**src/rtl/fp_pkg.sv**
```systemverilog
// Shared constants and bundle types for the pipelined FP adder.
package fp_pkg;

  localparam int EXP_W_DEF = 8;
  localparam int MAN_W_DEF = 23;
  localparam int TAG_W_DEF = 4;

  localparam int FLG_INV = 2;
  localparam int FLG_OVF = 1;
  localparam int FLG_INX = 0;

  typedef struct packed {
    logic       byp;
    logic [2:0] flags;
  } byp_t;

endpackage

```
**src/rtl/fp_lzc.sv**
```systemverilog
// Combinational leading-zero counter; all-zero input yields W.
module fp_lzc #(
  parameter int W  = 27,
  parameter int CW = $clog2(W + 1)
) (
  input  logic [W-1:0]  d_i,
  output logic [CW-1:0] cnt_o
);

  logic found;

  always_comb begin
    cnt_o = '0;
    found = 1'b0;
    for (int i = W - 1; i >= 0; i--) begin
      if (!found && !d_i[i]) cnt_o = cnt_o + CW'(1);
      else found = 1'b1;
    end
  end

endmodule

```
**src/rtl/fp_add_pipe.sv**
```systemverilog
// Three-stage FP add/sub: compare/swap, align+add, normalize+round (RNE).
module fp_add_pipe
  import fp_pkg::*;
#(
  parameter int EXP_W = EXP_W_DEF,
  parameter int MAN_W = MAN_W_DEF,
  parameter int TAG_W = TAG_W_DEF
) (
  input  logic                   clk,
  input  logic                   rst,
  input  logic                   in_valid,
  output logic                   in_ready,
  input  logic [EXP_W+MAN_W:0]   in_a,
  input  logic [EXP_W+MAN_W:0]   in_b,
  input  logic                   in_sub,
  input  logic [TAG_W-1:0]       in_tag,
  output logic                   out_valid,
  input  logic                   out_ready,
  output logic [EXP_W+MAN_W:0]   out_res,
  output logic [TAG_W-1:0]       out_tag,
  output logic [2:0]             out_flags
);

  localparam int N      = 1 + EXP_W + MAN_W;
  localparam int XW     = MAN_W + 4;
  localparam int SW     = EXP_W + 2;
  localparam int LW     = $clog2(XW + 1);
  localparam int SIGN_B = EXP_W + MAN_W;
  localparam logic [EXP_W-1:0] EXP_MAX = '1;
  localparam logic [N-1:0] QNAN =
    {1'b0, EXP_MAX, 1'b1, {(MAN_W-1){1'b0}}};

  typedef struct packed {
    logic             sign;
    logic [EXP_W-1:0] exp;
    logic [MAN_W:0]   man_l;
    logic [MAN_W:0]   man_s;
    logic [EXP_W-1:0] d;
    logic             eff_sub;
    byp_t             byp;
    logic [N-1:0]     res;
    logic [TAG_W-1:0] tag;
  } s1_t;

  typedef struct packed {
    logic             sign;
    logic [EXP_W-1:0] exp;
    logic [XW:0]      sum;
    logic             eff_sub;
    byp_t             byp;
    logic [N-1:0]     res;
    logic [TAG_W-1:0] tag;
  } s2_t;

  logic v1_q, v2_q, v3_q;
  s1_t  s1_q, s1_d;
  s2_t  s2_q, s2_d;
  logic [N-1:0]     res_q, res_d;
  logic [TAG_W-1:0] tag_q;
  logic [2:0]       flags_q, flags_d;
  logic s3_acc, adv2, s2_acc, adv1;

  assign s3_acc   = !v3_q || out_ready;
  assign adv2     = v2_q && s3_acc;
  assign s2_acc   = !v2_q || adv2;
  assign adv1     = v1_q && s2_acc;
  assign in_ready = !v1_q || adv1;

  assign out_valid = v3_q;
  assign out_res   = res_q;
  assign out_tag   = tag_q;
  assign out_flags = flags_q;

  // Stage 1: operand decode, magnitude swap, special-case bypass
  logic [N-1:0]     bx;
  logic             sa, sb;
  logic [EXP_W-1:0] ea, eb;
  logic [MAN_W-1:0] fa, fb, fa_n, fb_n;
  logic az, bz, ainf, binf, anan, bnan, swap;

  assign bx = {in_b[SIGN_B] ^ in_sub, in_b[SIGN_B-1:0]};
  assign {sa, ea, fa} = in_a;
  assign {sb, eb, fb} = bx;
  assign az   = ea == '0;
  assign bz   = eb == '0;
  assign fa_n = az ? '0 : fa;
  assign fb_n = bz ? '0 : fb;
  assign ainf = ea == EXP_MAX && fa == '0;
  assign binf = eb == EXP_MAX && fb == '0;
  assign anan = ea == EXP_MAX && fa != '0;
  assign bnan = eb == EXP_MAX && fb != '0;
  assign swap = {eb, fb_n} > {ea, fa_n};

  always_comb begin
    s1_d         = '0;
    s1_d.tag     = in_tag;
    s1_d.eff_sub = sa ^ sb;
    if (swap) begin
      s1_d.sign  = sb;
      s1_d.exp   = eb;
      s1_d.man_l = {~bz, fb_n};
      s1_d.man_s = {~az, fa_n};
      s1_d.d     = eb - ea;
    end else begin
      s1_d.sign  = sa;
      s1_d.exp   = ea;
      s1_d.man_l = {~az, fa_n};
      s1_d.man_s = {~bz, fb_n};
      s1_d.d     = ea - eb;
    end
    if (anan || bnan) begin
      s1_d.byp.byp = 1'b1;
      s1_d.res     = QNAN;
    end else if (ainf && binf && (sa ^ sb)) begin
      s1_d.byp.byp            = 1'b1;
      s1_d.byp.flags[FLG_INV] = 1'b1;
      s1_d.res                = QNAN;
    end else if (ainf) begin
      s1_d.byp.byp = 1'b1;
      s1_d.res     = in_a;
    end else if (binf) begin
      s1_d.byp.byp = 1'b1;
      s1_d.res     = bx;
    end
  end

  // Stage 2: align smaller operand with sticky collection, add/sub
  logic [XW-1:0] ml, ms, sh, al;
  logic          lost;

  assign ml   = {s1_q.man_l, 3'b000};
  assign ms   = {s1_q.man_s, 3'b000};
  assign sh   = ms >> s1_q.d;
  assign lost = (sh << s1_q.d) != ms;

  always_comb begin
    if (32'(s1_q.d) >= XW - 1)
      al = {{(XW-1){1'b0}}, |s1_q.man_s};
    else
      al = {sh[XW-1:1], sh[0] | lost};
    s2_d         = '0;
    s2_d.sign    = s1_q.sign;
    s2_d.exp     = s1_q.exp;
    s2_d.eff_sub = s1_q.eff_sub;
    s2_d.byp     = s1_q.byp;
    s2_d.res     = s1_q.res;
    s2_d.tag     = s1_q.tag;
    if (s1_q.eff_sub) s2_d.sum = {1'b0, ml} - {1'b0, al};
    else              s2_d.sum = {1'b0, ml} + {1'b0, al};
  end

  // Stage 3: normalize, round to nearest even, range check
  logic [LW-1:0]    lz;
  logic [XW-1:0]    nm;
  logic [SW-1:0]    ne, re;
  logic [MAN_W+1:0] rm;
  logic [MAN_W-1:0] frac;
  logic             rnd_up;

  fp_lzc #(.W(XW), .CW(LW)) u_lzc (
    .d_i   (s2_q.sum[XW-1:0]),
    .cnt_o (lz)
  );

  always_comb begin
    if (s2_q.sum[XW]) begin
      nm = {s2_q.sum[XW:2], s2_q.sum[1] | s2_q.sum[0]};
      ne = SW'(s2_q.exp) + SW'(1);
    end else begin
      nm = s2_q.sum[XW-1:0] << lz;
      ne = SW'(s2_q.exp) - SW'(lz);
    end
    rnd_up = nm[2] & (nm[1] | nm[0] | nm[3]);
    rm     = {1'b0, nm[XW-1:3]} + (MAN_W+2)'(rnd_up);
    if (rm[MAN_W+1]) begin
      frac = rm[MAN_W:1];
      re   = ne + SW'(1);
    end else begin
      frac = rm[MAN_W-1:0];
      re   = ne;
    end
    res_d   = '0;
    flags_d = '0;
    if (s2_q.byp.byp) begin
      res_d   = s2_q.res;
      flags_d = s2_q.byp.flags;
    end else if (s2_q.sum == '0) begin
      res_d[SIGN_B] = s2_q.sign & ~s2_q.eff_sub;
    end else if (re[SW-1] || re == '0) begin
      res_d[SIGN_B]    = s2_q.sign;
      flags_d[FLG_INX] = 1'b1;
    end else if (re >= {2'b00, EXP_MAX}) begin
      res_d            = {s2_q.sign, EXP_MAX, {MAN_W{1'b0}}};
      flags_d[FLG_OVF] = 1'b1;
      flags_d[FLG_INX] = 1'b1;
    end else begin
      res_d            = {s2_q.sign, re[EXP_W-1:0], frac};
      flags_d[FLG_INX] = |nm[2:0];
    end
  end

  always_ff @(posedge clk) begin
    if (rst) begin
      v1_q    <= 1'b0;
      v2_q    <= 1'b0;
      v3_q    <= 1'b0;
      s1_q    <= '0;
      s2_q    <= '0;
      res_q   <= '0;
      tag_q   <= '0;
      flags_q <= '0;
    end else begin
      if (in_ready) v1_q <= in_valid;
      if (in_ready && in_valid) s1_q <= s1_d;
      if (s2_acc) v2_q <= v1_q;
      if (adv1) s2_q <= s2_d;
      if (s3_acc) v3_q <= v2_q;
      if (adv2) begin
        res_q   <= res_d;
        tag_q   <= s2_q.tag;
        flags_q <= flags_d;
      end
    end
  end

endmodule
```
**config.mk**
```make
export PLATFORM = sky130hd
export DESIGN_NAME = fp_add_pipe
export DESIGN_NICKNAME = d
export VERILOG_FILES = /design/src/rtl/fp_pkg.sv /design/src/rtl/fp_lzc.sv /design/src/rtl/fp_add_pipe.sv
export SDC_FILE = /design/constraint.sdc
export NUM_CORES = 1
export LEC_CHECK = 0
export BUFFER_PORTS_ARGS = -buffer_cell sky130_fd_sc_hd__buf_4
export CAP_MARGIN = 20
export CELL_PAD_IN_SITES_DETAIL_PLACEMENT = 1
export CELL_PAD_IN_SITES_GLOBAL_PLACEMENT = 2
export CORE_MARGIN = 2
export CORE_UTILIZATION = 27
export CTS_CLUSTER_DIAMETER = 60
export CTS_CLUSTER_SIZE = 25
export DETAILED_ROUTE_END_ITERATION = 10
export MAX_ROUTING_LAYER = met4
export PLACE_DENSITY_LB_ADDON = 0.1
export SLEW_MARGIN = 20
export SYNTH_ARGS = -nofsm -noshare
export SYNTH_HDL_FRONTEND = slang
export SYNTH_SLANG_ARGS = --single-unit
```
**constraint.sdc**
```tcl
create_clock -name clk -period 54.9 [get_ports clk]
set_clock_uncertainty 0.05 [all_clocks]
set_input_delay 10.98 -clock clk [delete_from_list [all_inputs] [get_ports clk]]
set_output_delay 10.98 -clock clk [all_outputs]
set_load 0.005 [all_outputs]
```
### Word-level counts from Yosys, hierarchy flattened

Cells that the tools add are included.

| storage, ports and cells | value |
|---|---|
| input bits | 73 |
| register bits | 222 |

| cells by class | value |
|---|---|
| order comparisons | 3 |
| equality and inequality tests | 3 |
| mux-type cells | 84 |
| bitwise operators | 11 |
| shift-type cells | 3 |
| reductions and logical operators | 105 |
| add/sub/neg operators | 34 |

Operators by type and width:

| operator | count |
|---|---|
| $mux W32 | 5 |
| $add A5 B1 Y5 const B | 26 |
| $mux W5 | 26 |
| $mux W31 | 3 |
| $mux W23 | 3 |
| $mux W65 | 1 |
| $logic_not A1 Y1 | 55 |
| $mux W27 | 2 |
| $logic_not A23 Y1 | 2 |
| $reduce_bool A23 Y1 | 2 |
| $mux W1 | 39 |
| $logic_and A1 B1 Y1 | 35 |
| $gt A31 B31 Y1 | 1 |
| $add A27 B27 Y28 | 1 |
| $logic_not A28 Y1 | 1 |
| $mux W28 | 1 |
| $sub A27 B27 Y28 | 1 |
| $ne A27 B27 Y1 | 1 |
| $shl A27 B5 Y27 | 1 |
| $shl A27 B8 Y27 | 1 |
| $shr A27 B8 Y27 | 1 |
| $add A24 B1 Y25 | 1 |
| $reduce_or A24 Y1 | 1 |
| $mux W10 | 2 |
| other kinds (16) | 31 |

### Logic depth before layout (Yosys ltp)

| depth | value |
|---|---|
| word-level depth | 90 |
| mapped depth | 110 |
| depth with buffers taken out | 103 |

### Modules after synthesis

Synthesis repeated with hierarchy kept, for this count alone.

| second synthesis, totals | value |
|---|---|
| cell total of the unflattened synthesis | 2929 |
| area, all modules | 21834.7 sq um |

Modules (own cells, without submodules):

| module | instances | cells an instance | area an instance (sq um) |
|---|---|---|---|
| fp_add_pipe | 1 | 2517 | 18997.0 |
| fp_lzc | 1 | 412 | 2837.7 |

### Worst setup path after synthesis

Ideal clock, no wire load.

| timing | value |
|---|---|
| kind | input-to-output |
| start point | input out_ready |
| end point | output in_ready |
| arrival time | 11407 ps |
| slack | 32463 ps |
| cell stages on the path | 3 |
| data required time | 43870 ps |
| path through | nor2b_1 clkbuf_1 nand3_1 |

| between the ends | value |
|---|---|
| word-level cells in the longest chain between the ends | 5 |

Ends and longest elaborated chain:

| item | line | source |
|---|---|---|
| start, declared | fp_add_pipe.sv:18 | `input logic out_ready,` |
| $logic_or A1 B1 Y1 | fp_add_pipe.sv:63 | `assign s3_acc = !v3_q \|\| out_ready;` |
| $logic_and A1 B1 Y1 | fp_add_pipe.sv:64 | `assign adv2 = v2_q && s3_acc;` |
| $logic_or A1 B1 Y1 | fp_add_pipe.sv:65 | `assign s2_acc = !v2_q \|\| adv2;` |
| $logic_and A1 B1 Y1 | fp_add_pipe.sv:66 | `assign adv1 = v1_q && s2_acc;` |
| $logic_or A1 B1 Y1 | fp_add_pipe.sv:67 | `assign in_ready = !v1_q \|\| adv1;` |
| end, declared | fp_add_pipe.sv:12 | `output logic in_ready,` |

Every way passes these cells.

### Final worst setup path

| timing | value |
|---|---|
| start point | register s2_q[65] in the netlist's numbering |
| end point | register res_q[1], in the netlist out_res[1] |

| between the ends | value |
|---|---|
| word-level cells in the longest chain between the ends | 87 |

Ends and longest elaborated chain:

| item | line | source |
|---|---|---|
| start, declared | fp_add_pipe.sv:57 | `s2_t s2_q, s2_d;` |
| start signal, assigned | fp_add_pipe.sv:208 | `s2_q <= '0;` |
| start signal, assigned | fp_add_pipe.sv:216 | `if (adv1) s2_q <= s2_d;` |
| parallel branches: the longest is 85 deep, another holds $add A5 B1 Y5 | -- |  |
| $mux W31 (*) | fp_add_pipe.sv:187 | `end else if (s2_q.sum == '0) begin` |
| $mux W32 (*) | fp_add_pipe.sv:184 | `if (s2_q.byp.byp) begin` |
| end signal, assigned | fp_add_pipe.sv:219 | `res_q <= res_d;` |
| end, declared | fp_add_pipe.sv:58 | `logic [N-1:0] res_q, res_d;` |

Mark *: on every way between the ends.
A chain may end at the register's enable or synchronous reset.

==> flow_summary.toml <==
[run_status]
run_status = "finished clean"

[global_route]
antenna_found_initial = 0
grt_usage_pct = 22.42
grt-busiest-layer = "met2"
grt_pass1_wl_mm = 142.8
met1_usage_pct = 28.14
grt_pass1_vias = 23180
overflow = 0
grt_util_met2_pct = 38.08
use_met3_pct = 1.606
grt_max_degree = 77

[timing]
fin_crit_sh_pct = 42.73
drv_slew = 0
holdWs_ns = 0.3969
post-route-min-period_ns = 23.46
max_clock_freq_ghz = 0.04263
hold_viol = 0
setup_tns_ns = 0
worst_slew_pin_slew_ns = 1.064
setup_viol = 0
grt_setup_unrepaired = "no"
maxSlewHeadroom_pct = 28.85

[route]
drt_iter0_drc = 1172
num_vias = 22610
totalWireLength_mm = 92.71
drc = 0
antenna_left = 0
firstDrtPassIters = 5
routedWlPerCell_um = 22.55
vias_per_cell = 5.499

[setup_path]
end_kind = "flop"
cpPeakStageDelay_ns = 0.76
crit_buf_inv = 5
crit_family = "simple AND/OR/NAND/NOR gates"
reg2regPathDepth = 95
crit_arrival_ns = 23.93
crit_top_cell = "ha_1"
crit_cells = 95
worst-setup-path-type = "reg -> reg"
r2r_setup_slack_ns = 31.44
required_ns = 55.37
slowest_stage = "or4_1"
rr_startpoint = "s2_q[65]"
path_max_fanout = 41
startpoint_type = "flop"
r2r_end = "out_res[1]"

[min_path]
whs_endpoint = "s2_q[16]"
worstHoldStart = "s1_q[16]"
hold_class = "reg -> reg"
hold_depth = 2

[synth]
synth_edf_count = 0
yosys_warnings = 0
ys_async_sr_fraction_pct = 0
yosysUniqueCellTypes = 109
synth_area_leaders = "dfxtp_1, a21oi_1, ha_1"
synth_cells = 3053
synth_seq_cells = 222
avgSynthCellArea_sq_um = 7.192
synth_ff_type = "dfxtp_1"
yosys.area.top_type_share_pct = 20.24
syn-cell-area_sq_mm = 0.02196
synth_common_cells = "nand2_1, nor2_1, a21oi_1, dfxtp_1, clkbuf_1"
synth_area_leader_cell = "dfxtp_1"
synthesis.nets = 3251
yosysSeqAreaShare_pct = 20.24
yosys.cell_count.top_type = "nand2_1"

[layout]
fin_cells = 4111
final.fill_count = 9846
finalInstanceArea_sq_mm = 0.02475
synthToLayoutAreaGrowth_pct = 12.69
final_nets = 3224
layout-drive-gt1-share_pct = 10.91
antenna_cells = 0

[cts]
postCtsResizedCells = 0
cts-htree-levels = 1
clk_path_buf_depth = 3
clkSinkCount = 222
path_clk_slew_ns = 0.07
cts_setup_buffers = 0
cts_tree = "built"
postCtsHoldBufs = 0
clkLatencyLatePin_ns = 0.60
cts_buffers = 31
cts_root_buffer = "clkbuf_16"

[floorplanning]
start_util_pct = 27.26
die_area_sq_mm = 0.08363
io_pins = 114
rows = 104
chipHeight_um = 289.2
placeableCoreArea_sq_mm = 0.08055
die_w_um = 289.2

[pwr]
p_leak_nw = 9.728
ir_worst_vdd_v = 0.00004962
p_total_mw = 1.464
power.density_mw_per_mm2 = 59.16

[placed_design]
dpl.hpwl_mm = 72.68
post-place-cells = 4053
place_congestion = 0.8809
io_buffers = 113
dpl_cell_area_sq_mm = 0.02364

[job]
maxCapViolations = 0
kinds of logic (layout without fill, tap and decap cells):
| group | after synthesis | in the layout | share of synthesized area, % |
|---|---|---|---|
| fa+ha+maj | 131 | 131 | 7.544 |
| xor+xnor | 133 | 133 | 5.977 |
| compound gates | 848 | 848 | 24.99 |
| simple gates | 1216 | 1216 | 26.64 |
| buf+inv | 331 | 329 | 6.103 |
| mux | 172 | 172 | 8.507 |
| flops | 222 | 222 | 20.24 |
final cells by class:
cell class / instances / area, sq um / area share (%)
Multi-Input combinational cell: 2500 / 16250 / 65.66
Sequential cell: 222 / 4449 / 17.98
Tap cell: 1060 / 1326 / 5.360
Timing Repair Buffer: 161 / 1210 / 4.890
Clock buffer: 32 / 789.5 / 3.191
Inverter: 110 / 412.9 / 1.669
Clock inverter: 26 / 310.3 / 1.254
report_power, final:
| group | total, mW | switching (mW) | internal [mW] |
|---|---|---|---|
| Combinational | 1.07 | 0.670 | 0.396 |
| Clock | 0.212 | 0.0950 | 0.117 |
| Sequential | 0.186 | 0.0165 | 0.170 |
through the flow:
step                      worst slack (ns)  utilization [%]
after floorplan                      32.46                -
after global placement               31.98            29.35
after detailed placement             31.42            29.35
after CTS                            31.38            30.72
after global routing                 29.40            30.72
final                                31.44            30.72
flip-flops by register name (all words and copies together) (netlist names):
signal	count
s1_q	56
s2_q	76
v2_q	1
out_valid	1
ms	24
out_flags	3
out_tag	4
v1_q	1
ml	24
out_res	32
worst max path at each step:
stage	from	end
4_1_cts	s2_q[65]	out_res[1]
3_5_place_dp	s2_q[65]	out_res[1]
2_1_floorplan	out_ready	in_ready
3_3_place_gp	out_ready	in_ready
5_1_grt	s2_q[65]	out_res[1]
6_report	s2_q[65]	out_res[1]
placed cells by master (no fill, tap or decap), types with 8 or more instances in the layout:
cell type  count
a21o_1        19
nand3_1       64
or2_2         15
xor2_1        37
o221ai_1      21
xnor2_1       84
a22o_1         8
and3_1        40
dfxtp_1      218
o211ai_1      24
inv_1        106
a2111oi_0     11
o21a_1        35
a21oi_1      302
a31oi_1       20
ha_1         121
mux2_2        30
or4_1         13
nand2b_1      40
mux4_2         8
nor2_1       320
o31ai_1       14
o22ai_1       44
a211oi_1      63
a311oi_1      25
and2_1        68
nor3_1       103
nand4_1       39
nor2b_1       28
nor4_1        40
o21bai_1      23
clkbuf_16     31
or3_1         23
o21ai_0      127
mux2i_1      132
buf_4        159
nand2_1      368
nand3b_1       8
routing by layer:
layer	wire [um]	vias to the layer above	share of wire (%)
li1	-	10990	-
met1	42190	11120	46
met2	44780	359	48
met3	2411	135	2.6
met4	3328	0	3.6
met5	0	-	0
worst min-delay path, cell delays in order, from the launching register on:
cell and delay, ns:
dfxtp_1 0.31, nand2_1 0.05, a21oi_1 0.05
Power figures use the tool's default switching activity.
